`src/rtl/loop_count_ctrl_pkg.sv`:
```
// Shared types and constants for the loop count controller (package loop_pkg).
// Also holds the output decode helpers used by the controller's output registers.
package loop_pkg;

    localparam int   LOOP_WIDTH = 10;
    localparam logic SEL_INIT   = 1'b1;
    localparam logic SEL_CUR    = 1'b0;

    typedef enum logic [1:0] {
        S_IDLE  = 2'd0,
        S_LOAD  = 2'd1,
        S_COUNT = 2'd2,
        S_DONE  = 2'd3
    } state_t;

    // Mux select wanted while sitting in a given state.
    function automatic logic sel_of(input state_t s);
        logic r;
        case (s)
            S_IDLE:  r = SEL_INIT;
            S_LOAD:  r = SEL_INIT;
            S_COUNT: r = SEL_CUR;
            S_DONE:  r = SEL_CUR;
            default: r = SEL_INIT;
        endcase
        return r;
    endfunction

    function automatic logic busy_of(input state_t s);
        return (s == S_LOAD) || (s == S_COUNT);
    endfunction

endpackage

```
`src/rtl/loop_count_ctrl_if.sv`:
```
// Handshake/data bundle between loop_count_ctrl and its environment (loop_mux, sequencer).
// LOOP_AUTO_RELOAD_EN adds the stop input and the wrap_cnt output.
interface loop_count_ctrl_if #(parameter int WIDTH = loop_pkg::LOOP_WIDTH);

    logic             start;
    logic             abort;
    logic             tick_en;
    logic [WIDTH-1:0] L;
    logic             sel;
    logic [WIDTH-1:0] current_count;
    logic             busy;
    logic             done;
`ifdef LOOP_AUTO_RELOAD_EN
    logic             stop;
    logic [7:0]       wrap_cnt;

    modport master (output start, abort, tick_en, L, stop,
                    input  sel, current_count, busy, done, wrap_cnt);
    modport slave  (input  start, abort, tick_en, L, stop,
                    output sel, current_count, busy, done, wrap_cnt);
`else
    modport master (output start, abort, tick_en, L,
                    input  sel, current_count, busy, done);
    modport slave  (input  start, abort, tick_en, L,
                    output sel, current_count, busy, done);
`endif

endinterface

```
`src/rtl/loop_count_ctrl.sv`:
```
// Loop count register plus IDLE/LOAD/COUNT/DONE FSM driving the loop_mux select.
// Optional auto-reload (reload on terminal count, wrap counter) under LOOP_AUTO_RELOAD_EN.
module loop_count_ctrl
    import loop_pkg::*;
#(
    parameter int WIDTH = LOOP_WIDTH
) (
    input  logic        clk,
    input  logic        rst_n,
    loop_count_ctrl_if.slave bus
);

    state_t           state_r;
    state_t           state_nxt_s;
    logic [WIDTH-1:0] count_r;
    logic [WIDTH-1:0] count_nxt_s;
    logic             sel_r;
    logic             busy_r;
    logic             done_r;
    logic             done_nxt_s;
`ifdef LOOP_AUTO_RELOAD_EN
    logic [7:0]       wrap_r;
    logic [7:0]       wrap_nxt_s;
`endif

    // Next-state, next-count and done-pulse decode; abort overrides every state.
    always_comb begin
        state_nxt_s = state_r;
        count_nxt_s = count_r;
        done_nxt_s  = 1'b0;
`ifdef LOOP_AUTO_RELOAD_EN
        wrap_nxt_s  = wrap_r;
`endif
        if (bus.abort) begin
            state_nxt_s = S_IDLE;
            count_nxt_s = {WIDTH{1'b0}};
`ifdef LOOP_AUTO_RELOAD_EN
            wrap_nxt_s  = 8'd0;
`endif
        end else begin
            case (state_r)
                S_IDLE: begin
                    if (bus.start) begin
                        state_nxt_s = S_LOAD;
                    end else begin
                        state_nxt_s = S_IDLE;
                    end
                end
                S_LOAD: begin
                    count_nxt_s = bus.L;
                    state_nxt_s = S_COUNT;
                end
                S_COUNT: begin
                    if (!bus.tick_en) begin
                        count_nxt_s = count_r;
                    end else if (count_r != {WIDTH{1'b0}}) begin
                        // With sel=0 the mux returns current_count, so L-1 is the decrement.
                        count_nxt_s = bus.L - {{(WIDTH-1){1'b0}}, 1'b1};
                    end else begin
                        done_nxt_s = 1'b1;
`ifdef LOOP_AUTO_RELOAD_EN
                        if (bus.stop) begin
                            state_nxt_s = S_DONE;
                        end else begin
                            state_nxt_s = S_LOAD;
                            wrap_nxt_s  = wrap_r + 8'd1;
                        end
`else
                        state_nxt_s = S_DONE;
`endif
                    end
                end
                S_DONE: begin
                    state_nxt_s = S_IDLE;
                end
                default: begin
                    state_nxt_s = S_IDLE;
                    count_nxt_s = {WIDTH{1'b0}};
                end
            endcase
        end
    end

    // State, count and output registers; outputs are registered decodes of the next state.
    always_ff @(posedge clk or negedge rst_n) begin
        if (!rst_n) begin
            state_r <= S_IDLE;
            count_r <= {WIDTH{1'b0}};
            sel_r   <= SEL_INIT;
            busy_r  <= 1'b0;
            done_r  <= 1'b0;
`ifdef LOOP_AUTO_RELOAD_EN
            wrap_r  <= 8'd0;
`endif
        end else begin
            state_r <= state_nxt_s;
            count_r <= count_nxt_s;
            sel_r   <= sel_of(state_nxt_s);
            busy_r  <= busy_of(state_nxt_s);
            done_r  <= done_nxt_s;
`ifdef LOOP_AUTO_RELOAD_EN
            wrap_r  <= wrap_nxt_s;
`endif
        end
    end

    assign bus.sel           = sel_r;
    assign bus.current_count = count_r;
    assign bus.busy          = busy_r;
    assign bus.done          = done_r;
`ifdef LOOP_AUTO_RELOAD_EN
    assign bus.wrap_cnt      = wrap_r;
`endif

endmodule

```
`src/flat_wrapper.sv`:
```
// flat-port wrapper written by rule: the top's interface ports become plain ports
module loop_count_ctrl_flat import loop_pkg::*;
#(
    parameter int WIDTH = LOOP_WIDTH
)
  (clk, rst_n, bus_start, bus_abort, bus_tick_en, bus_L, bus_sel, bus_current_count, bus_busy, bus_done);
  loop_count_ctrl_if #(.WIDTH(WIDTH)) bus_i ();
  input  logic clk;
  input  logic rst_n;
  input wire logic [$bits(bus_i.start)-1:0] bus_start;
  input wire logic [$bits(bus_i.abort)-1:0] bus_abort;
  input wire logic [$bits(bus_i.tick_en)-1:0] bus_tick_en;
  input wire logic [$bits(bus_i.L)-1:0] bus_L;
  output wire logic [$bits(bus_i.sel)-1:0] bus_sel;
  output wire logic [$bits(bus_i.current_count)-1:0] bus_current_count;
  output wire logic [$bits(bus_i.busy)-1:0] bus_busy;
  output wire logic [$bits(bus_i.done)-1:0] bus_done;
  assign bus_i.start = bus_start;
  assign bus_i.abort = bus_abort;
  assign bus_i.tick_en = bus_tick_en;
  assign bus_i.L = bus_L;
  assign bus_sel = bus_i.sel;
  assign bus_current_count = bus_i.current_count;
  assign bus_busy = bus_i.busy;
  assign bus_done = bus_i.done;
  loop_count_ctrl #(.WIDTH(WIDTH)) u_core (.clk(clk), .rst_n(rst_n), .bus(bus_i));
endmodule
```
`config.mk`:
```
export PLATFORM = sky130hd
export DESIGN_NAME = loop_count_ctrl_flat
export DESIGN_NICKNAME = d
export VERILOG_FILES = /design/src/rtl/loop_count_ctrl_pkg.sv /design/src/rtl/loop_count_ctrl_if.sv /design/src/rtl/loop_count_ctrl.sv /design/src/flat_wrapper.sv
export SDC_FILE = /design/constraint.sdc
export NUM_CORES = 1
export LEC_CHECK = 0
export CORE_MARGIN = 2
export CORE_UTILIZATION = 47
export DETAILED_ROUTE_END_ITERATION = 12
export PLACE_DENSITY = 0.8
export SYNTH_ARGS = -nofsm -noshare
export SYNTH_HDL_FRONTEND = slang
export SYNTH_SLANG_ARGS = --single-unit
```
`constraint.sdc`:
```
create_clock -name clk -period 2.6 [get_ports clk]
set_input_delay 0.52 -clock clk [delete_from_list [all_inputs] [get_ports clk]]
set_output_delay 0.52 -clock clk [all_outputs]
set_load 0.02 [all_outputs]
```
# Word level (Yosys, flattened, before mapping)

Index checks and enable logic that the tools add are counted.

Add/subtract/negate cells: 1
Equality and inequality tests: 8
Muxes and demuxes: 14
Reductions and logical operators: 8

Operators by type and width:

| kind                  | count |
|---|---|
| $mux 10               | 3 |
| $pmux 10 s2           | 1 |
| $reduce_bool 10->1    | 1 |
| $sub 10x1->10 const B | 1 |
| $eq 2x2->1 const B    | 4 |
| $pmux 2 s4            | 1 |
| $mux 2                | 3 |
| $mux 1                | 5 |
| $eq 2x1->1 const B    | 2 |
| $logic_not 2->1       | 2 |
| $reduce_or 2->1       | 2 |
| $ne 3x2->1 const B    | 1 |
| $ne 3x3->1 const B    | 1 |
| $reduce_and 3->1      | 1 |
| $reduce_bool 3->1     | 1 |
| $pmux 1 s2            | 1 |
| $logic_or 1x1->1      | 1 |

Bits in registers: 15
Input port bits: 15
Output and inout bits: 13
Word-level logic and storage cells: 36

# Logic depth before layout (Yosys ltp)

Word-level depth: 8
Depth in mapped cells: 7
Depth with buffers taken out: 7

# Worst setup path before layout

Ideal clock, no wire load.

Kind: reg2reg
From: reg u_core.count_r[2], in the netlist u_core.bus.current_count[2]
To: reg u_core.busy_r, in the netlist u_core.bus.busy
Library setup time: 0.113 ns
Data arrival time: 1.557 ns
Data required time: 2.487 ns
Slack: 0.930 ns
Stages on the path, launching flop included: 7
Buffers on the path: 0
Period minus slack after synthesis: 1.670 ns
Cells stage by stage: dfrtp_1 -> nor4_1 -> nand4_1 -> a21boi_0 -> a21oi_1 -> ha_1 -> inv_1

Cells in the longest elaborated chain, start to end: 7
Elaborated cells on any way between the ends: 8
Those cells by class: eq/ne (2); mux (4); reduce/logical (2)

RTL lines:

| element                                         | RTL line                  | text |
|---|---|---|
| start, declared                                 | loop_count_ctrl.sv:15     | `logic [WIDTH-1:0] count_r;` |
| start signal, assigned                          | loop_count_ctrl.sv:88     | `count_r <= {WIDTH{1'b0}};` |
| start signal, assigned                          | loop_count_ctrl.sv:97     | `count_r <= count_nxt_s;` |
| $reduce_bool 10->1 (*)                          | loop_count_ctrl.sv:56     | `end else if (count_r != {WIDTH{1'b0}}) begin` |
| $mux 2 (*)                                      | loop_count_ctrl.sv:56     |  |
| $mux 2 (*)                                      | loop_count_ctrl.sv:54     | `if (!bus.tick_en) begin` |
| $pmux 2 s4 (*)                                  | loop_count_ctrl.sv:41     | `case (state_r)` |
| $mux 2 (*)                                      | loop_count_ctrl.sv:34     | `if (bus.abort) begin` |
| $eq 2x1->1 / $eq 2x2->1 (equally long branches) | loop_count_ctrl_pkg.sv:30 | `return (s == S_LOAD) \|\| (s == S_COUNT);` |
| $logic_or 1x1->1 (*)                            | loop_count_ctrl_pkg.sv:30 |  |
| end signal, assigned                            | loop_count_ctrl.sv:99     | `busy_r <= busy_of(state_nxt_s);` |
| end, declared                                   | loop_count_ctrl.sv:18     | `logic busy_r;` |

Mark *: on every way between the ends. The rest lies on a longest branch, timed or not.
A chain may end at the register's enable or synchronous reset.

# Worst setup path in the final report

From: reg u_core.sel_r, in the netlist u_core.bus.sel
To: out bus_sel

RTL lines:

| element                | RTL line              | text |
|---|---|---|
| start, declared        | loop_count_ctrl.sv:17 | `logic sel_r;` |
| start signal, assigned | loop_count_ctrl.sv:98 | `sel_r <= sel_of(state_nxt_s);` |
| end, declared          | flat_wrapper.sv:14    | `output wire logic [$bits(bus_i.sel)-1:0] bus_sel;` |

No word-level cell between the ends.

==> results.sh <==
export IMPL_ys_top_cells_by_area="dfrtp_1 41%, o2bb2ai_1 10%, ha_1 8.9%, xor2_1 6.2%, dfstp_2 3.1%"
export IMPL_die_y_um=46.5
export IMPL_fin_crit_sh_pct=73.7
export IMPL_dr_wl_met3_um=75
export IMPL_endpoint_kind="primary output"
export IMPL_rrSetupSlack_ns=0.71
export IMPL_top_level_ports=28
export IMPL_synthTopCellsByCount="14 x dfrtp_1, 10 x o2bb2ai_1"
export IMPL_drive_gt1_share_pct=8.26
export IMPL_fmax_mhz=522
export IMPL_drt_iter0_markers=12
export IMPL_ys_types=25
export IMPL_synth_area_um2=847
export IMPL_setup_viol=0
export IMPL_power_density_nw_per_um2=504
export IMPL_postSynthCellCount=79
export IMPL_dp_hpwl_um=1420
export IMPL_wl_met2_um=879
export IMPL_hold_path_end="u_core.bus.current_count[3]$_DFFE_PN0P_"
export IMPL_yosysMostFrequentCell="dfrtp_1"
export IMPL_gp_congestion=0.775
export IMPL_slew_violations=0
export IMPL_cts_resized=0
export IMPL_viasPerCell=5.25
export IMPL_h_tree_depth=1
export IMPL_fin_worst_skew_ns=0.00296
export IMPL_min_path_type="flip-flop to flip-flop"
export IMPL_antenna_found_initial=0
export IMPL_rsz0062_at_grt="false"
export IMPL_synth_ff_type="dfrtp_1"
export IMPL_critical_path_max_stage_delay_ns=0.60
export IMPL_syn_nets=100
export IMPL_start_kind="flip-flop"
export IMPL_fin_setup_tns_ns=0
export IMPL_routed_wl_um=1830
export IMPL_synth_simple_area_share_pct=18.5
export IMPL_fillCellCount=138
export IMPL_worst_r2r_path_depth=6
export IMPL_dr_pass1_iters=6
export IMPL_initial_core_util_pct=49.6
export IMPL_synth_compound_area_share_pct=14.8
export IMPL_period_minus_slack_ns=1.92
export IMPL_cts_tree="built"
export IMPL_wl_per_cell_um=13.7
export IMPL_synth_seq_cells=15
export IMPL_worstReg2RegStart="u_core.bus.current_count[5]$_DFFE_PN0P_"
export IMPL_cts_buffers=3
export IMPL_cp_max_fo=1
export IMPL_ys_async_sr_fraction_pct=100
export IMPL_grtUsageTotal_pct=19.9
export IMPL_tightest_slew_ns=0.675
export IMPL_met1_length_um=876
export IMPL_area_delta_synth_final_pct=38.3
export IMPL_core_area_um2=1710
export IMPL_grt_max_degree=16
export IMPL_synth_top_family_by_area="simple AND/OR/NAND/NOR gates"
export IMPL_placed_area_um2=1140
export IMPL_nets=131
export IMPL_diodes=0
export IMPL_seq_area_frac_synth_pct=44.5
export IMPL_maxCapViolCount=0
export IMPL_cp_cell_sequence="clkdlybuf4s50_1"
export IMPL_post_cts_buffers=0
export IMPL_die_width_um=46.5
export IMPL_synth_fa_ha_area_share_pct=8.86
export IMPL_top_layer="met3"
export IMPL_crit_slowest_cell="clkdlybuf4s50_1"
export IMPL_clockBufferDepth=2
export IMPL_ir_worst_vdd_v=0.000465
export IMPL_critPathBufInv=1
export IMPL_cts_sinks=15
export IMPL_cts_root_buffer="clkbuf_4"
export IMPL_criticalPathCategory="flip-flop to primary output"
export IMPL_p_leak_nw=0.481
export IMPL_synth_xor_area_share_pct=9.31
export IMPL_synth_area_leader_cell="dfrtp_1"
export IMPL_grt_pass1_vias=721
export IMPL_max_slew_margin_pct=54.9
export IMPL_avgSynthCellArea_um2=10.7
export IMPL_finalHoldViolCount=0
export IMPL_vias=704
export IMPL_port_buffers=27
export IMPL_grt_pass1_wl_um=2990
export IMPL_clk_latency_ns=0.28
export IMPL_drc=0
export IMPL_status="finished, final reports clean"
export IMPL_netlist_area_leader_share_pct=41.4
export IMPL_min_from="u_core.bus.current_count[3]$_DFFE_PN0P_"
export IMPL_cts_hold_buf=0
export IMPL_holdPathStages=1
export IMPL_r2r_end="u_core.bus.busy$_DFF_PN0_"
export IMPL_rows=15
export IMPL_synth_enable_flop_cells=0
export IMPL_yosysWarnings=0
export IMPL_required_ns=2.08
export IMPL_overflow=0
export IMPL_cp_data_arrival_time_ns=1.40
export IMPL_synthMuxAreaShare_pct=1.33
export IMPL_design_area_um2=1170
export IMPL_die_area_um2=2160
export IMPL_detail_route_antenna_nets=0
export IMPL_path_delay_family="buffers and inverters"
export IMPL_cts_clk_slew_worst_paths_ns=0.09
[cells in the final DEF (no fill, tap or decap), types with 3 or more instances in the layout]
cell type and n:
ha_1 6, o2bb2ai_1 10, nand2_1 6, clkdlybuf4s50_1 27, nor2_1 6, inv_1 5
xnor2_1 3, clkbuf_4 3, xor2_1 6, dfrtp_1 14, nor4_1 4
[where the power goes]
group | switching (mW) | internal (mW)
Combinational | 0.0967 | 0.0888
Sequential | 0.0153 | 0.257
Clock | 0.0758 | 0.0570
Total | 0.188 | 0.403
[state kept, by name, summed over array words and instances (netlist names)]
signal and cells:
u_core.bus.done 1, u_core.state_r 2, u_core.bus.busy 1, u_core.bus.sel 1, u_core.bus.current_count 10
[routing by layer]
metal	vias up	GRT usage [%]
li1	343	-
met1	345	24.9
met2	16	34.2
met3	0	4.31
met4	0	5.14
met5	-	0
[stage by stage]
step | hold slack (ns) | util (%) | total power, mW | setup WS (ns) | instances
6_report | 0.517 | 68.6 | 0.591 | 0.684 | 134
5_1_grt | 0.542 | 68.6 | 0.624 | 0.590 | 134
4_1_cts | 0.526 | 68.6 | 0.599 | 0.665 | 134
3_5_place_dp | 0.502 | 67.0 | 0.461 | 0.578 | 130
3_3_place_gp | 0.498 | 67.0 | 0.456 | 0.628 | 130
2_1_floorplan | 0.224 | - | 0.370 | 0.930 | 79
[cell type report]
class / instances / area (µm²) / share of cell area, %
clock buffer: 3 / 22.5 / 1.92
clock inverter: 1 / 5.00 / 0.427
inverter: 5 / 18.8 / 1.60
multi-input combinational: 58 / 447 / 38.1
sequential: 15 / 377 / 32.2
tap: 25 / 31.3 / 2.67
timing repair buffer: 27 / 270 / 23.1
[worst max-delay path by stage]
stage / startpoint / endpoint / slack [ns] / cells after the start
finish: u_core.bus.sel$_DFF_PN1_ / bus_sel / 0.68 / 1
global route: u_core.bus.current_count[5]$_DFFE_PN0P_ / u_core.bus.busy$_DFF_PN0_ / 0.59 / 6
CTS: u_core.bus.sel$_DFF_PN1_ / bus_sel / 0.67 / 1
detailed placement: bus_L[0] / u_core.bus.current_count[6]$_DFFE_PN0P_ / 0.58 / 7
global placement: bus_L[0] / u_core.bus.current_count[8]$_DFFE_PN0P_ / 0.63 / 7
floorplan: u_core.bus.current_count[2]$_DFFE_PN0P_ / u_core.bus.busy$_DFF_PN0_ / 0.93 / 6
[cells by family after synthesis]
logic type	after synthesis
flip-flops	15
AND/OR/NAND/NOR	27
buffers and inverters	6
multiplexers	1
adder cells (fa/ha/maj)	6
XOR/XNOR	9
AO/OA/AOI/OAI	15
(Power assumes the default switching activity.)
